## config.mk

```make
export PLATFORM = sky130hd
export DESIGN_NAME = uart_tx_fifo
export DESIGN_NICKNAME = d
export VERILOG_FILES = /design/src/rtl/uart_tx_fifo.sv
export SDC_FILE = /design/constraint.sdc
export NUM_CORES = 1
export LEC_CHECK = 0
export BUFFER_PORTS_ARGS = -buffer_cell sky130_fd_sc_hd__buf_4
export CAP_MARGIN = 40
export CORE_UTILIZATION = 30
export DETAILED_ROUTE_END_ITERATION = 16
export GPL_ROUTABILITY_DRIVEN = 0
export PLACE_DENSITY = 0.54
export SLEW_MARGIN = 20
export SYNTH_ARGS = -nofsm -noshare
export SYNTH_HDL_FRONTEND = slang
export SYNTH_SLANG_ARGS = --single-unit
```

## constraint.sdc

```tcl
create_clock -name clk -period 6.5 [get_ports clk]
set_input_delay 0.325 -clock clk [delete_from_list [all_inputs] [get_ports clk]]
set_output_delay 0.325 -clock clk [all_outputs]
set_load 0.01 [all_outputs]
```

## src/rtl/uart_tx_fifo.sv

```systemverilog
// Byte FIFO feeding uart_tx: buffers producer bursts and issues one tx_e_o pulse per
// stored byte, only while uart_tx reports idle.
module uart_tx_fifo #(
  parameter int unsigned DEPTH        = 16,
  parameter int unsigned BUSY_TIMEOUT = 4
) (
  input  logic                     clk,
  input  logic                     reset,
  input  logic                     wr_e_i,
  input  logic [7:0]               wr_d_i,
  output logic                     full_o,
  output logic                     empty_o,
  output logic [$clog2(DEPTH):0]   count_o,
  output logic                     overflow_o,
  input  logic                     tx_busy_i,
  output logic                     tx_e_o,
  output logic [7:0]               tx_d_o
);

  localparam int unsigned PtrW = $clog2(DEPTH);
  localparam int unsigned CntW = PtrW + 1;
  localparam int unsigned TmoW = (BUSY_TIMEOUT > 2) ? $clog2(BUSY_TIMEOUT) : 1;

  typedef enum logic [1:0] {
    StIdle,
    StIssue,
    StWaitBusy,
    StWaitDone
  } state_e;

  state_e            state_q, state_d;
  logic [TmoW-1:0]   tmo_q, tmo_d;
  logic [PtrW-1:0]   wr_ptr_q, wr_ptr_d;
  logic [PtrW-1:0]   rd_ptr_q, rd_ptr_d;
  logic [CntW-1:0]   count_q, count_d;
  logic              full_q, full_d;
  logic              empty_q, empty_d;
  logic              overflow_q, overflow_d;
  logic [7:0]        tx_d_q, tx_d_d;
  logic [7:0]        mem_q [DEPTH];

  logic              pop;
  logic              push;

  // Sequencer: the IDLE->ISSUE transition is the pop, so an empty FIFO is never read.
  always_comb begin
    state_d = state_q;
    tmo_d   = tmo_q;
    pop     = 1'b0;
    unique case (state_q)
      StIdle: begin
        if ((count_q != '0) && !tx_busy_i) begin
          pop     = 1'b1;
          state_d = StIssue;
        end
      end
      StIssue: begin
        tmo_d   = '0;
        state_d = StWaitBusy;
      end
      StWaitBusy: begin
        if (tx_busy_i) begin
          state_d = StWaitDone;
        end else if (tmo_q == TmoW'(BUSY_TIMEOUT - 1)) begin
          // uart_tx never acknowledged; treat the byte as sent rather than stall.
          state_d = StIdle;
        end else begin
          tmo_d = tmo_q + TmoW'(1);
        end
      end
      StWaitDone: begin
        if (!tx_busy_i) begin
          state_d = StIdle;
        end
      end
      default: state_d = StIdle;
    endcase
  end

  // A write into a full FIFO still lands when the same edge frees a slot.
  always_comb begin
    push       = wr_e_i && ((count_q != CntW'(DEPTH)) || pop);
    overflow_d = overflow_q | (wr_e_i & ~push);
    wr_ptr_d   = wr_ptr_q + PtrW'(push);
    rd_ptr_d   = rd_ptr_q + PtrW'(pop);
    tx_d_d     = pop ? mem_q[rd_ptr_q] : tx_d_q;
    count_d    = count_q;
    unique case ({push, pop})
      2'b10:   count_d = count_q + CntW'(1);
      2'b01:   count_d = count_q - CntW'(1);
      default: count_d = count_q;
    endcase
    full_d  = (count_d == CntW'(DEPTH));
    empty_d = (count_d == '0);
  end

  always_ff @(posedge clk) begin
    if (reset) begin
      state_q    <= StIdle;
      tmo_q      <= '0;
      wr_ptr_q   <= '0;
      rd_ptr_q   <= '0;
      count_q    <= '0;
      full_q     <= 1'b0;
      empty_q    <= 1'b1;
      overflow_q <= 1'b0;
      tx_d_q     <= '0;
    end else begin
      state_q    <= state_d;
      tmo_q      <= tmo_d;
      wr_ptr_q   <= wr_ptr_d;
      rd_ptr_q   <= rd_ptr_d;
      count_q    <= count_d;
      full_q     <= full_d;
      empty_q    <= empty_d;
      overflow_q <= overflow_d;
      tx_d_q     <= tx_d_d;
    end
  end

  // Storage needs no reset; pointers and count define which entries are valid.
  always_ff @(posedge clk) begin
    if (push) begin
      mem_q[wr_ptr_q] <= wr_d_i;
    end
  end

  assign tx_e_o     = (state_q == StIssue);
  assign tx_d_o     = tx_d_q;
  assign count_o    = count_q;
  assign full_o     = full_q;
  assign empty_o    = empty_q;
  assign overflow_o = overflow_q;

endmodule

```

==> results of run 1 <==
metrics by stage:
step | hold WS (ps) | setup WS (ps)
global placement | 456 | 3640
global route | 216 | 3370
finish | 225 | 3490
floorplan | 424 | 3820
CTS | 215 | 3510
detailed placement | 467 | 3540
registers in the layout, summed over array words and instances (netlist names):
name / flops
mem_q: 128
tx_d_o: 8
count_o: 5
rd_ptr_q: 4
wr_ptr_q: 4
state_q: 2
tmo_q: 2
empty_o: 1
full_o: 1
overflow_o: 1
where the power goes:
group | internal [uW] | total [uW] | switching, uW
combinational | 262 | 575 | 313
sequential | 1140 | 1200 | 57.6
clock | 518 | 900 | 382
cells in the mapped netlist, types with 2 or more instances:
master	instances	area share, %
edfxtp_1	128	60
nor2_1	39	2.3
mux4_2	32	11
dfxtp_1	28	8.8
a21oi_1	26	2.0
a22oi_1	16	1.9
ha_1	8	1.6
nor2b_1	8	0.78
clkbuf_1	7	0.41
nand2_1	6	0.35
nor3_1	6	0.47
buf_2	5	0.39
mux2i_1	5	0.78
nand3_1	5	0.39
buf_6	4	0.71
xor2_1	4	0.55
clkbuf_2	3	0.24
inv_1	3	0.18
nand2b_1	3	0.29
o21a_1	3	0.35
xnor2_1	3	0.41
and2_1	2	0.20
nand3b_1	2	0.24
o21ai_0	2	0.16
o31a_1	2	0.27
o31ai_1	2	0.24
area by class of cell:
class / count / area (um2)
repair buffers: 43 / 323
inverters: 3 / 11.3
clock buffers: 18 / 429
well taps: 270 / 338
flip-flops and latches: 156 / 4410
clock inverters: 12 / 100
fillers: 1939 / 13100
multi-input cells: 195 / 1810
metal layers:
layer	global-route usage [%]	share of wire [%]	vias up
li1	-	-	1562
met2	20.6	49	102
met1	16.2	45	1745
met3	4.20	5.4	10
met5	0	0	-
met4	3.61	1.0	0
final timing paths:
| path | startpoint | end | slack (ps) | cells past startpoint |
|---|---|---|---|---|
| hold / removal | wr_d_i[3] | mem_q[10][3] | 220 | 1 |
| setup reg to reg | state_q[1] | empty_o | 3490 | 8 |
| setup / recovery | state_q[1] | empty_o | 3490 | 8 |
| hold reg to reg | overflow_o | overflow_o | 480 | 2 |
cells by family after synthesis:
| kind of cell | Yosys count | synth area share (%) |
|---|---|---|
| AOI/OAI and AO/OA | 59 | 6.42 |
| muxes | 37 | 12.1 |
| xor gates and xnor gates | 7 | 0.961 |
| adders and majority gates | 9 | 1.88 |
| and+or+nand+nor | 83 | 6.89 |
| DFF | 156 | 69.1 |
| buffers and inverters | 25 | 2.71 |
==> metrics.csv, run 1 <==
metric,value,unit
Worst Setup Start Kind,flop,
"commonest cells after routing, fill and taps aside","edfxtp_1 (128), buf_4 (43), nor2_1 (39)",
cts hold-fix bufs,0,
fmax,332,MHz
Die Y,148,um
cells after synthesis,376,
cell family with most CP delay,compound AO/OA/AOI/OAI gates,
HPWL after DPL,8.40,mm
"Top FF cell, synth",edfxtp_1,
slowest CP cell,a211oi_2,
post-route cell area,0.00741,mm2
VDD IR max,0.173,mV
ratio of cells with drive above 1 in the final layout,26.9,%
antenna violations before repair,0,
Bufs and invs on worst path,0,
CTS tree,done,
cts bufs inserted,17,
Max clock buf depth,2,
Max stage delay on crit path,480,ps
DR vias,3419,
HP Class,in -> reg,
first-pass GRT wire length,20.1,mm
Async SR Flop Fraction,0,%
Fin. Hold Viols,0,
gr usage total,12.7,%
via/cell ratio,4.91,
Initial Util,31.0,%
Mapped Area,0.00638,mm2
fin crit share,46.3,%
post-CTS sizing,0,
status,completed,
Layout area overhead,16.2,%
Worst Tran Pin Value,807,ps
"Seq/Total Area, Yosys",69.1,%
GR Overflow Total,0,
vias in the first global route,3548,
Inst Count DP,662,
Lkg Pwr,0.00246,uW
max-slew violations,0,
nets,437,
WS Path Type,reg -> reg,
clock root cell,clkbuf_16,
Slew headroom,46.0,%
DIE WIDTH,148,um
overall power,2670,uW
I/O Buffers,28,
post-layout minimum cycle time,3010,ps
syn nets,397,
n_diodes,0,
Post-synth EDFFs,128,
#FFs+latches synth,156,
Sink Count,156,
DR iter-0 viols,356,
"most common cell after layout, fill and taps aside",edfxtp_1,
endpoint type of the worst setup path,flop,
worst path cell trace,"or3_4, a211oi_2, ha_1, a21o_2, a21oi_1, mux2i_1, o31ai_1, a31o_1",
clk slew on worst S/H paths,60,ps
largest net degree at the start of global routing,35,
crit path max fanout,10,
max cap viols,0,
syn avg cell area,17.0,um2
Post CTS Setup Buffer Count,0,
Site Rows,52,
post-synthesis cell type count,50,
Setup Skew,6.45,ps
die area,0.0218,mm2
Skew-Pair Late Insertion Delay,420,ps
Post-DP Area,0.00685,mm2
RSZ-0062 raised after global routing,false,
yosys warns,0,
CP arrival,3320,ps
Core ar.,0.0206,mm2
Ports,29,
# H-tree levels,4,
# DRC,0,
total iterations of the first detailed-routing run,4,
WL final,13.1,mm
Post-DRT Antenna Nets,0,
routed len/inst,18.8,um
post-layout util,36.1,%
Final Non-Filler Cells,697,
PD cells,361,mW/mm2
setup_tns,0,ps
Final setup viols,0,
"Data required, critical path",6810,ps
(Power assumes the default switching activity.)
==> run 2, diff against run 1 <==
==> constraint.sdc (replaced) <==
create_clock -name clk -period 2.9 [get_ports clk]
set_input_delay 0.145 -clock clk [delete_from_list [all_inputs] [get_ports clk]]
set_output_delay 0.145 -clock clk [all_outputs]
set_load 0.01 [all_outputs]
==> metrics.csv, run 2 (same netlist as run 1, synthesis figures left out) <==
metric,value,unit,change
DIE WIDTH,148,um,unchanged
Top reg by flops,mem_q,,
post-route cell area,0.00752,mm2,+1.4%
fmax,374,MHz,+13%
cts bufs inserted,17,,unchanged
max-slew violations,0,,unchanged
largest net degree at the start of global routing,35,,unchanged
clock root cell,clkbuf_16,,
Inst Count DP,677,,+2.3%
HPWL after DPL,8.60,mm,+2.4%
CP arrival,3040,ps,-280 ps
endpoint type of the worst setup path,flop,,
"commonest cells after routing, fill and taps aside","edfxtp_1 (128), buf_4 (52), nor2_1 (39)",,
Slew headroom,42.6,%,-3.4 points
setup_tns,0,ps,unchanged
n_diodes,0,,unchanged
Site Rows,52,,unchanged
max cap viols,0,,unchanged
Lkg Pwr,0.00252,uW,+2.1%
Post-DRT Antenna Nets,0,,unchanged
Max clock buf depth,2,,unchanged
Core ar.,0.0206,mm2,unchanged
post-layout minimum cycle time,2670,ps,-338 ps
Final setup viols,0,,unchanged
"Data required, critical path",3270,ps,-3540 ps
antenna violations before repair,0,,unchanged
Initial Util,31.0,%,unchanged
Die Y,148,um,unchanged
crit path max fanout,6,,-4
Ports,29,,unchanged
Worst Setup Start Kind,flop,,
# DRC,0,,unchanged
clk slew on worst S/H paths,60,ps,about the same
Fin. Hold Viols,0,,unchanged
DR iter-0 viols,256,,-28%
nets,448,,+2.5%
first-pass GRT wire length,21.2,mm,+5.4%
WS Path Type,reg -> reg,,
WL final,13.4,mm,+2.3%
"most common cell after layout, fill and taps aside",edfxtp_1,,
VDD IR max,0.370,mV,+110%
Final Non-Filler Cells,709,,+1.7%
Post-DP Area,0.00698,mm2,+1.9%
PD cells,809,mW/mm2,+120%
total iterations of the first detailed-routing run,4,,unchanged
HP Class,in -> reg,,
ratio of cells with drive above 1 in the final layout,28.7,%,+1.8 points
I/O Buffers,28,,unchanged
CTS tree,done,,
fin crit share,92.1,%,+46 points
die area,0.0218,mm2,unchanged
via/cell ratio,4.82,,-1.7%
GR Overflow Total,0,,unchanged
Worst Tran Pin Value,858,ps,+50.5 ps
Layout area overhead,17.9,%,
overall power,6080,uW,+130%
vias in the first global route,3486,,-1.7%
Largest register FFs,128,,unchanged
status,completed,,
Setup Skew,7.39,ps,+0.939 ps
routed len/inst,18.8,um,+0.53%
gr usage total,13.5,%,+0.74 points
# H-tree levels,4,,unchanged
DR vias,3418,,-0.029%
Sink Count,156,,unchanged
Skew-Pair Late Insertion Delay,430,ps,about the same
==> run 2: where the power goes <==
part           total [uW]  switching, uW  internal [uW]  leakage, uW
clock network        1940            865           1080     0.000236
logic                1450            770            684     0.000894
registers            2680            125           2560      0.00138
==> run 2: layout make-up <==
class | instances | area, um2
timing repair buffer | 54 | 430
tap | 270 | 338
clock inverter | 12 | 75.1
multi-input combinational | 195 | 1820
clock buffer | 19 | 433
sequential | 156 | 4410
inverter | 3 | 11.3
fill | 1934 | 13000
==> run 2: worst paths after layout <==
| path | to | start | slack, ps | cells past startpoint |
|---|---|---|---|---|
| setup / recovery | full_o | count_o[1] | 230 | 8 |
| hold / removal | mem_q[13][4] | wr_d_i[4] | 30 | 1 |
| setup reg to reg | full_o | count_o[1] | 230 | 8 |
| hold reg to reg | overflow_o | overflow_o | 470 | 2 |
==> run 2: what timing repair did <==
| action | 4_1_cts | 5_1_grt |
|---|---|---|
| endpoints found under the setup margin | 1 | 2 |
| hold buffers | 0 | 0 |
| pin swaps | 0 | 2 |
| resized for setup | 1 | 2 |
| hold endpoints to repair | 0 | 0 |
| setup buffers | 0 | 1 |
==> run 2: critical path, cell delays in order (launching register included) <==
cell	delay [ps]
dfxtp_1	390
nor4_4	420
a211oi_4	160
fa_1	440
xor2_1	220
nor4bb_1	330
mux2i_1	190
a221oi_1	290
and3_1	180
==> run 2: metrics by stage <==
stage | hold WS, ps | worst slack (ps) | utilization (%)
final | 27.1 | 230 | 36.6
after CTS | 12.9 | 83.7 | 36.5
after floorplan | 244 | 227 | -
after global routing | 23.1 | -7.43 | 36.6
after global placement | 454 | 135 | 33.9
after detailed placement | 462 | -45.6 | 33.9
==> run 2: metal layers <==
metal / GRT usage, % / up-vias / routed length [um]
met5: 0 / - / 0
met4: 4.64 / 0 / 169
met3: 3.73 / 15 / 547
met2: 20.8 / 69 / 6350
met1: 18.1 / 1752 / 6300
li1: - / 1582 / -
==> run 3, diff against run 2 <==
--- a/config.mk
+++ b/config.mk
@@ -10,6 +10,7 @@
 export CORE_UTILIZATION = 30
 export DETAILED_ROUTE_END_ITERATION = 16
 export GPL_ROUTABILITY_DRIVEN = 0
+export GPL_TIMING_DRIVEN = 0
 export PLACE_DENSITY = 0.54
 export SLEW_MARGIN = 20
 export SYNTH_ARGS = -nofsm -noshare
==> metrics.csv, run 3 (same netlist as run 1, synthesis figures left out) <==
metric,value,unit,change
Post-DRT Antenna Nets,0,,unchanged
Cells on Worst Hold Path,1,,unchanged
Bufs and invs on worst path,1,,+1
Worst Setup Start Kind,flop,,
Core ar.,0.0206,mm2,unchanged
nets,446,,-0.45%
cts bufs inserted,17,,unchanged
Ports,29,,unchanged
post-layout minimum cycle time,2860,ps,+192 ps
Fin. Hold Viols,0,,unchanged
I/O Buffers,26,,-7.1%
Slew headroom,46.2,%,+3.6 points
DIE WIDTH,148,um,unchanged
Initial Util,31.0,%,unchanged
largest net degree at the start of global routing,17,,-51%
RR Startpoint,state_q[0],,
HPWL after DPL,8.97,mm,+4.4%
"Data required, critical path",3260,ps,about the same
total iterations of the first detailed-routing run,6,,+2
VDD IR max,0.390,mV,+5.4%
first-pass GRT wire length,21.0,mm,-0.62%
die area,0.0218,mm2,unchanged
worst r2r dst,full_o,,
endpoint type of the worst setup path,flop,,
cell family with most CP delay,simple AND/OR/NAND/NOR gates,,
# DRC,0,,unchanged
Max stage delay on crit path,540,ps,+100 ps
max-slew violations,0,,unchanged
Setup Skew,9.62,ps,+2.23 ps
antenna violations before repair,0,,unchanged
clk slew on worst S/H paths,60,ps,about the same
worst path cell trace,"clkbuf_2, or3_4, a211oi_4, fa_1, nor4bb_2, mux2i_2, a221oi_1, and3_1",,
internal reg-to-reg setup slack,40,ps,-190 ps
CP arrival,3220,ps,+180 ps
Sink Count,156,,unchanged
pre-CTS setup slack,-153,ps,-107 ps
Fin Hold WS,51.7,ps,+24.6 ps
max cap viols,0,,unchanged
Worst path depth,8,,unchanged
CTS tree,done,,
Largest register FFs,128,,unchanged
Max clock buf depth,2,,unchanged
Skew-Pair Late Insertion Delay,420,ps,about the same
# H-tree levels,4,,unchanged
ratio of cells with drive above 1 in the final layout,28.3,%,-0.39 points
n_diodes,0,,unchanged
fin crit share,98.7,%,+6.6 points
status,completed,,
Worst Tran Pin Value,807,ps,-50.4 ps
Top reg by flops,mem_q,,
slowest CP cell,fa_1,,
via/cell ratio,4.89,,+1.5%
Lkg Pwr,0.00255,uW,+1.5%
worst hold endpoint,mem_q[10][0],,
PD cells,850,mW/mm2,+5.1%
fmax,349,MHz,-6.7%
routed len/inst,19.5,um,+3.5%
crit path max fanout,8,,+2
WL final,13.8,mm,+3.4%
WS Path Type,reg -> reg,,
Hold Startpoint,wr_d_i[0],,
Layout area overhead,19.4,%,
GR Overflow Total,0,,unchanged
"most common cell after layout, fill and taps aside",edfxtp_1,,
Final setup viols,0,,unchanged
DR vias,3465,,+1.4%
DR iter-0 viols,182,,-29%
Site Rows,52,,unchanged
clock root cell,clkbuf_16,,
vias in the first global route,3499,,+0.37%
depth of the most critical reg-to-reg path,8,,unchanged
gr usage total,13.6,%,+0.17 points
HP Class,in -> reg,,
Die Y,148,um,unchanged
PnR worst setup slack,38.0,ps,-192 ps
"commonest cells after routing, fill and taps aside","edfxtp_1 (128), nor2_1 (39), mux4_2 (32)",,
## run 3: cell count changes in the layout (fill, tap and decap cells not counted), moves of 4 or more
cell	delta
buf_4	-22
buf_2	+5
bufinv_16	+4
buf_6	+4
clkbuf_1	+7
## run 3: worst max-delay path by stage
stage          startpoint  slack [ps]      end
4_1_cts        state_q[0]          30  empty_o
3_5_place_dp   state_q[0]        -150  empty_o
2_1_floorplan  state_q[0]         230  empty_o
5_1_grt        state_q[0]         -70   full_o
3_3_place_gp   state_q[0]         -70  empty_o
6_report       state_q[0]          40   full_o
## run 3: through the flow
stage / setup TNS, ps / cell area (um2) / std cells / total power, uW / util (%)
2_1_floorplan: 0 / 6380 / 376 / 3690 / -
3_3_place_gp: -111 / 6910 / 672 / 4080 / 33.6
3_5_place_dp: -244 / 6930 / 672 / 4120 / 33.7
4_1_cts: 0 / 7560 / 704 / 6480 / 36.8
5_1_grt: -72.5 / 7610 / 708 / 6780 / 37.0
6_report: 0 / 7610 / 708 / 6470 / 37.0
## run 3: timing repair
| item | CTS | global route |
|---|---|---|
| resized for setup | 2 | 4 |
| endpoints found under the hold margin | 0 | 0 |
| pin swaps | 1 | 2 |
| setup endpoints to repair | 2 | 2 |
| buffers inserted | 0 | 1 |
| hold buffers | 0 | 0 |
## run 3: cell type report
| type | instances | area (um2) |
|---|---|---|
| Clock inverter | 13 | 189 |
| Multi-Input combinational cell | 195 | 1850 |
| Timing Repair Buffer | 30 | 225 |
| Buffer | 22 | 161 |
| Fill cell | 1947 | 12900 |
| Sequential cell | 156 | 4400 |
| Tap cell | 270 | 338 |
| Inverter | 3 | 11.3 |
| Clock buffer | 19 | 433 |
## run 3: worst register-to-register path: stages, from the launching register on
cell and delay (ps):
dfxtp_1 290, clkbuf_2 170, or3_4 440, a211oi_4 360, fa_1 540, nor4bb_2 390, mux2i_2 160, a221oi_1 270
and3_1 180
## run 3: power by group
| part | internal, uW | switching, uW | total (uW) |
|---|---|---|---|
| clock | 1450 | 875 | 2320 |
| combinational | 684 | 790 | 1470 |
| sequential | 2560 | 117 | 2680 |
## run 3: per-layer routing
metal / up-vias / track usage, % / part of all wire (%)
li1: 1582 / - / -
met1: 1768 / 17.8 / 45
met2: 104 / 21.5 / 48
met3: 11 / 3.95 / 5.0
met4: 0 / 4.90 / 1.3
met5: - / 0 / 0
